## config.mk

```make
export PLATFORM = sky130hd
export DESIGN_NAME = pll_lock_sequencer_flat
export DESIGN_NICKNAME = d
export VERILOG_FILES = /design/src/rtl/pll_lock_sequencer_if.sv /design/src/rtl/pll_lock_sequencer.sv /design/src/flat_wrapper.sv
export SDC_FILE = /design/constraint.sdc
export NUM_CORES = 1
export LEC_CHECK = 0
export CAP_MARGIN = 15
export CORE_MARGIN = 4
export CORE_UTILIZATION = 40
export CTS_CLUSTER_SIZE = 40
export DETAILED_ROUTE_END_ITERATION = 6
export SYNTH_ARGS = -nofsm -noshare
export SYNTH_HDL_FRONTEND = slang
export SYNTH_SLANG_ARGS = --single-unit
```

## constraint.sdc

```tcl
create_clock -name clock -period 3.1 [get_ports clock]
set_input_delay 0.31 -clock clock [delete_from_list [all_inputs] [get_ports clock]]
set_output_delay 0.31 -clock clock [all_outputs]
set_load 0.02 [all_outputs]
```

## src/rtl/pll_lock_sequencer_if.sv

```systemverilog
// Signal bundle between the PLL lock sequencer, the PLL and the downstream domains.
// lock_loss_count is present only when PLL_LOCK_LOSS_COUNT_EN is defined.
interface pll_lock_sequencer_if #(
    parameter int NUM_DOMAINS = 4
);
    logic                   pll_locked;
    logic                   relock_req;
    logic                   pll_rst;
    logic [NUM_DOMAINS-1:0] domain_rst_n;
    logic                   ready;
    logic                   fault;
    logic [3:0]             retry_count;
    logic [2:0]             state_dbg;
`ifdef PLL_LOCK_LOSS_COUNT_EN
    logic [7:0]             lock_loss_count;

    modport master (
        input  pll_locked, relock_req,
        output pll_rst, domain_rst_n, ready, fault, retry_count, state_dbg, lock_loss_count
    );
    modport slave (
        output pll_locked, relock_req,
        input  pll_rst, domain_rst_n, ready, fault, retry_count, state_dbg, lock_loss_count
    );
`else
    modport master (
        input  pll_locked, relock_req,
        output pll_rst, domain_rst_n, ready, fault, retry_count, state_dbg
    );
    modport slave (
        output pll_locked, relock_req,
        input  pll_rst, domain_rst_n, ready, fault, retry_count, state_dbg
    );
`endif
endinterface

```

## src/rtl/pll_lock_sequencer.sv

```systemverilog
// PLL lock sequencer: resets the PLL, qualifies lock, releases domain resets in order,
// retries on failure and escalates to FAULT. Optional lock-loss counter: PLL_LOCK_LOSS_COUNT_EN.
//
// state     | meaning
// ----------+-------------------------------------------------------------
// RESET_PLL | pll_rst held high for PLL_RST_CYCLES
// WAIT_LOCK | waiting for synchronised lock, bounded by LOCK_TIMEOUT
// STABILIZE | lock must stay high for STABLE_CYCLES consecutive cycles
// RELEASE   | domain resets released one by one, RELEASE_GAP apart
// RUNNING   | all domains out of reset, ready high
// FAULT     | too many failed attempts, PLL held in reset until relock_req
module pll_lock_sequencer #(
    parameter int PLL_RST_CYCLES = 16,
    parameter int LOCK_TIMEOUT   = 50000,
    parameter int STABLE_CYCLES  = 1024,
    parameter int NUM_DOMAINS    = 4,
    parameter int RELEASE_GAP    = 8,
    parameter int MAX_RETRIES    = 3
) (
    input logic                  clock,
    input logic                  reset_n,
    pll_lock_sequencer_if.master bus
);
    localparam int T_A   = (LOCK_TIMEOUT > STABLE_CYCLES) ? LOCK_TIMEOUT : STABLE_CYCLES;
    localparam int T_B   = (PLL_RST_CYCLES > RELEASE_GAP) ? PLL_RST_CYCLES : RELEASE_GAP;
    localparam int T_MAX = (T_A > T_B) ? T_A : T_B;
    localparam int TW    = $clog2(T_MAX + 1);

    localparam logic [TW-1:0] RST_TC     = TW'(PLL_RST_CYCLES - 1);
    localparam logic [TW-1:0] TIMEOUT_TC = TW'(LOCK_TIMEOUT - 1);
    localparam logic [TW-1:0] STABLE_TC  = TW'(STABLE_CYCLES - 1);
    localparam logic [TW-1:0] GAP_TC     = TW'(RELEASE_GAP - 1);
    localparam logic [3:0]    MAX_TC     = 4'(MAX_RETRIES);

    typedef enum logic [2:0] {
        RESET_PLL = 3'd0,
        WAIT_LOCK = 3'd1,
        STABILIZE = 3'd2,
        RELEASE   = 3'd3,
        RUNNING   = 3'd4,
        FAULT     = 3'd5
    } state_t;

    state_t                 state, state_nxt;
    logic [TW-1:0]          timer, timer_nxt;
    logic [NUM_DOMAINS-1:0] dom_q, dom_nxt;
    logic [3:0]             retry_q, retry_nxt;
    logic                   sync1, lock_s;
    logic                   pll_rst_q, ready_q, fault_q;
    logic                   fail, restart, lock_loss;

    always_comb begin
        state_nxt = state;
        timer_nxt = timer;
        dom_nxt   = dom_q;
        retry_nxt = retry_q;
        fail      = 1'b0;
        restart   = 1'b0;
        lock_loss = 1'b0;
        case (state)
            RESET_PLL: begin
                timer_nxt = timer + 1'b1;
                if (timer == RST_TC) state_nxt = WAIT_LOCK;
            end
            WAIT_LOCK: begin
                timer_nxt = timer + 1'b1;
                if (lock_s) state_nxt = STABILIZE;
                else if (timer == TIMEOUT_TC) fail = 1'b1;
            end
            STABILIZE: begin
                timer_nxt = timer + 1'b1;
                if (!lock_s) begin
                    fail = 1'b1;
                end else if (timer == STABLE_TC) begin
                    state_nxt = RELEASE;
                    dom_nxt   = NUM_DOMAINS'(1);
                end
            end
            RELEASE: begin
                timer_nxt = timer + 1'b1;
                if (!lock_s) begin
                    lock_loss = 1'b1;
                end else if (bus.relock_req) begin
                    restart = 1'b1;
                end else if (timer == GAP_TC) begin
                    // Thermometer growth keeps releases strictly in ascending index order.
                    timer_nxt = '0;
                    dom_nxt   = dom_q | (dom_q << 1);
                    if (&dom_nxt) state_nxt = RUNNING;
                end
            end
            RUNNING: begin
                if (!lock_s) lock_loss = 1'b1;
                else if (bus.relock_req) restart = 1'b1;
            end
            FAULT: begin
                if (bus.relock_req) begin
                    state_nxt = RESET_PLL;
                    retry_nxt = '0;
                end
            end
            default: state_nxt = RESET_PLL;
        endcase

        if (fail) begin
            retry_nxt = retry_q + 1'b1;
            state_nxt = (retry_nxt == MAX_TC) ? FAULT : RESET_PLL;
        end
        if (lock_loss || restart) begin
            state_nxt = RESET_PLL;
            dom_nxt   = '0;
        end
        if (state_nxt == RUNNING) retry_nxt = '0;
        if (state_nxt != state) timer_nxt = '0;
    end

    always_ff @(posedge clock or negedge reset_n) begin
        if (!reset_n) begin
            sync1     <= 1'b0;
            lock_s    <= 1'b0;
            state     <= RESET_PLL;
            timer     <= '0;
            dom_q     <= '0;
            retry_q   <= '0;
            pll_rst_q <= 1'b1;
            ready_q   <= 1'b0;
            fault_q   <= 1'b0;
        end else begin
            sync1     <= bus.pll_locked;
            lock_s    <= sync1;
            state     <= state_nxt;
            timer     <= timer_nxt;
            dom_q     <= dom_nxt;
            retry_q   <= retry_nxt;
            pll_rst_q <= (state_nxt == RESET_PLL) || (state_nxt == FAULT);
            ready_q   <= (state_nxt == RUNNING);
            fault_q   <= (state_nxt == FAULT);
        end
    end

    assign bus.pll_rst      = pll_rst_q;
    assign bus.domain_rst_n = dom_q;
    assign bus.ready        = ready_q;
    assign bus.fault        = fault_q;
    assign bus.retry_count  = retry_q;
    assign bus.state_dbg    = state;

`ifdef PLL_LOCK_LOSS_COUNT_EN
    logic [7:0] loss_cnt;

    always_ff @(posedge clock or negedge reset_n) begin
        if (!reset_n) begin
            loss_cnt <= '0;
        end else if (lock_loss && (loss_cnt != 8'hFF)) begin
            loss_cnt <= loss_cnt + 1'b1;
        end
    end

    assign bus.lock_loss_count = loss_cnt;
`endif
endmodule

```

## src/flat_wrapper.sv

```systemverilog
// flat-port wrapper written by rule: the top's interface ports become plain ports
module pll_lock_sequencer_flat 
#(
    parameter int PLL_RST_CYCLES = 16,
    parameter int LOCK_TIMEOUT   = 50000,
    parameter int STABLE_CYCLES  = 1024,
    parameter int NUM_DOMAINS    = 4,
    parameter int RELEASE_GAP    = 8,
    parameter int MAX_RETRIES    = 3
)
  (clock, reset_n, bus_pll_locked, bus_relock_req, bus_pll_rst, bus_domain_rst_n, bus_ready, bus_fault, bus_retry_count, bus_state_dbg);
  pll_lock_sequencer_if #(.NUM_DOMAINS(NUM_DOMAINS)) bus_i ();
  input logic clock;
  input logic reset_n;
  input wire logic [$bits(bus_i.pll_locked)-1:0] bus_pll_locked;
  input wire logic [$bits(bus_i.relock_req)-1:0] bus_relock_req;
  output wire logic [$bits(bus_i.pll_rst)-1:0] bus_pll_rst;
  output wire logic [$bits(bus_i.domain_rst_n)-1:0] bus_domain_rst_n;
  output wire logic [$bits(bus_i.ready)-1:0] bus_ready;
  output wire logic [$bits(bus_i.fault)-1:0] bus_fault;
  output wire logic [$bits(bus_i.retry_count)-1:0] bus_retry_count;
  output wire logic [$bits(bus_i.state_dbg)-1:0] bus_state_dbg;
  assign bus_i.pll_locked = bus_pll_locked;
  assign bus_i.relock_req = bus_relock_req;
  assign bus_pll_rst = bus_i.pll_rst;
  assign bus_domain_rst_n = bus_i.domain_rst_n;
  assign bus_ready = bus_i.ready;
  assign bus_fault = bus_i.fault;
  assign bus_retry_count = bus_i.retry_count;
  assign bus_state_dbg = bus_i.state_dbg;
  pll_lock_sequencer #(.PLL_RST_CYCLES(PLL_RST_CYCLES), .LOCK_TIMEOUT(LOCK_TIMEOUT), .STABLE_CYCLES(STABLE_CYCLES), .NUM_DOMAINS(NUM_DOMAINS), .RELEASE_GAP(RELEASE_GAP), .MAX_RETRIES(MAX_RETRIES)) u_core (.clock(clock), .reset_n(reset_n), .bus(bus_i));
endmodule
```

==> metrics.yaml, run 1 <==
sta:
  fmax_mhz: 354
  rsz0062_at_grt: "no"
  setup_viol: 0
  hold_viol: 0
  slew_headroom_pct: 51.2
  worst_pin_slew_ns: 0.725
  fin_crit_sh_pct: 91.0
  period_minus_slack_ns: 2.82
  final.setup.tns_ns: 0
  slew_violations: 0
  finClkSkew_ns: 0.00777
setup_path:
  cp_data_arrival_time_ns: 3.02
  r2r_slack_ns: 0.28
  critPathMaxStageDelay_ns: 0.47
  crit_type: "flip-flop to flip-flop"
  path_buf_inv: 1
  startpoint_type: "flip-flop"
  reg2reg_to: "u_core.timer[6]"
  path_cells: "ha_1 -> or4bb_1 -> or4_1 -> o31a_1 -> a221oi_4 -> o221ai_2 -> buf_4 -> nor3_1"
  cp_top_family: "simple AND/OR/NAND/NOR gates"
  crit_slowest_cell: "or4bb_1"
  rr_worst_depth: 8
  regToRegStartpoint: "u_core.timer[0]"
  crit_path_end_kind: "flip-flop"
  worstPathRequired_ns: 3.29
  crit_path_max_fanout: 9
pwr:
  power_uw: 779
  seq_power_share_pct: 53.9
  switchingPower_uw: 156
  power.internal_uw: 623
  pwr_density_cell_mw_per_mm2: 325
  leakage_uw: 0.000937
  vdd_drop_max_v: 0.000211
  sw_frac_of_total_pct: 20.0
  power_frac_comb_pct: 2.6
  pwr-share-clk_pct: 43.6
logic_synthesis:
  synth_commonest_cells: "dfrtp_1, nor2_1, nand2_1"
  ys_seq_area_share_pct: 40.4
  synth_top_cell_area_share_pct: 39.0
  netlist_area_mm2: 0.00199
  yosysWarnings: 0
  async_reset_ff_share_pct: 100
  yosysUniqueCellTypes: 53
  synth.most_common_cell: "dfrtp_1"
  syn_area_per_cell_um2: 9.16
  synthCells: 217
  yosys-top-cells-area: "dfrtp_1, nor2_1, nor3_2"
  ys_seq_elements: 32
  synthFlopType: "dfrtp_1"
  synth_top_area_cell: "dfrtp_1"
  synth_enable_flop_cells: 0
  synth.net_count: 224
finish:
  final_area_mm2: 0.00240
  final_cells: 314
  drive_above_1_share_pct: 14.6
  layout.nets: 254
  multi_input_area_mm2: 0.00112
  layout.area.seq_um2: 802
  area_growth_syn_to_layout_pct: 20.8
  utilization_pct: 50.5
  antenna-diode-count: 0
  fill_cells: 461
global_route:
  overflow: 0
  grt_pass1_wl_um: 7740
  grt_max_degree: 33
  antenna_found_initial: 0
  grt_pass1_vias: 1598
  grt_use_total_pct: 15.7
clock_tree:
  cts_hold_buf: 0
  numCtsBuffers: 5
  postCtsSetupBuffers: 0
  clk_pin_slew_ns: 0.06
  root_buffer: "clkbuf_8"
  htreeDepth: 2
  cts_sinks: 32
  cts_tree: "yes"
  clockBufferDepth: 2
  cts_resized: 0
  clock_latency_ns: 0.28
placement:
  place_area_mm2: 0.00230
  port_buffers: 17
  post-dp-hpwl_um: 3480
  dp_cells: 307
  gp_congestion: 0.928
route:
  ant_nets: 0
  via_count: 1722
  via_per_inst: 5.48
  drcViolationCount: 0
  routed_wirelength_um: 4580
  wl_per_cell_um: 14.6
  drt-initial-drc-count: 126
  dr.pass1.iters: 4
job:
  max-cap-violations: 0
floorplan:
  core_region_area_mm2: 0.00475
  die_w_um: 78.5
  num_rows: 25
  start_util_pct: 41.8
  die_area_mm2: 0.00616
  io_pins: 18
  die_h_um: 78.5
run_status:
  run_status: "completed"
worst_hold_path:
  hp-class: "flip-flop to flip-flop"
  worstHoldPathCells: 0
  whs_endpoint: "u_core.lock_s"
  hp-start: "u_core.sync1"
[state kept, by name, indices dropped and copies added (netlist names)]
signal and count:
u_core.bus.domain_rst_n 4, u_core.bus.fault 1, u_core.bus.pll_rst 1, u_core.bus.ready 1, u_core.bus.retry_count 4, u_core.bus.state_dbg 3
u_core.lock_s 1, u_core.sync1 1, u_core.timer 16
[cell usage in the layout, fill, tap and decap left out, types with 5 or more instances in the layout]
cell type / n
dfrtp_1: 31
nor3_2: 7
xor2_1: 6
buf_4: 13
nand3_1: 11
clkdlybuf4s50_1: 17
o21ai_0: 9
xnor2_1: 7
nor3_1: 8
nand2_1: 17
a21oi_1: 11
inv_1: 7
nor2_1: 20
nor4_1: 5
clkbuf_8: 7
[power by group through the flow]
stage,Sequential (µW),Combinational [µW],Clock (µW)
6_report,420,20.0,340
5_1_grt,419,22.4,373
4_1_cts,420,20.9,352
3_5_place_dp,427,20.8,0
3_3_place_gp,427,20.7,0
2_1_floorplan,427,3.75,0
[worst max-delay path by stage]
stage | from | endpoint | slack, ns | cells after the start
after detailed placement | u_core.timer[0] | u_core.timer[3] | 0.29 | 7
after floorplan | u_core.timer[0] | u_core.timer[0] | 0.44 | 9
after CTS | u_core.timer[0] | u_core.timer[3] | 0.29 | 7
after global routing | u_core.timer[0] | u_core.timer[3] | 0.04 | 7
final | u_core.timer[0] | u_core.timer[6] | 0.28 | 8
after global placement | u_core.timer[0] | u_core.timer[3] | 0.37 | 7
[kinds of logic after synthesis]
kind of cell,after synthesis,share of synthesized area [%]
and+or+nand+nor,102,29.6
AOI/OAI and AO/OA,52,19.1
DFF,32,40.4
buffers and inverters,15,3.27
xor gates and xnor gates,13,5.73
adders and majority gates,3,1.89
[layout make-up]
| type | instances | area share (%) |
|---|---|---|
| Clock buffer | 7 | 4.01 |
| Inverter | 8 | 1.25 |
| Multi-Input combinational cell | 170 | 46.7 |
| Sequential cell | 32 | 33.4 |
| Tap cell | 67 | 3.49 |
| Timing Repair Buffer | 30 | 11.2 |
[per-stage QoR]
stage	setup WS [ns]	hold slack [ns]
after floorplan	0.441	0.0144
after global placement	0.370	0.339
after detailed placement	0.292	0.343
after CTS	0.285	0.358
after global routing	0.0449	0.362
final	0.279	0.355
[metal layers]
metal	up-vias	wire length, µm	share of wire (%)	GRT usage [%]
met5	-	0	0	0
met4	0	72	1.6	4.90
met3	9	262	5.7	3.90
met2	50	2040	45	24.7
met1	792	2210	48	21.3
li1	871	-	-	-
No activity file was read; power rests on OpenSTA's default activity.
==> run 2, diff against run 1 <==
--- a/config.mk
+++ b/config.mk
@@ -5,7 +5,6 @@
 export SDC_FILE = /design/constraint.sdc
 export NUM_CORES = 1
 export LEC_CHECK = 0
-export CAP_MARGIN = 15
 export CORE_MARGIN = 4
 export CORE_UTILIZATION = 40
 export CTS_CLUSTER_SIZE = 40
==> results of run 2 <==
The final DEF is identical to that of run 1; final timing and power are the same.
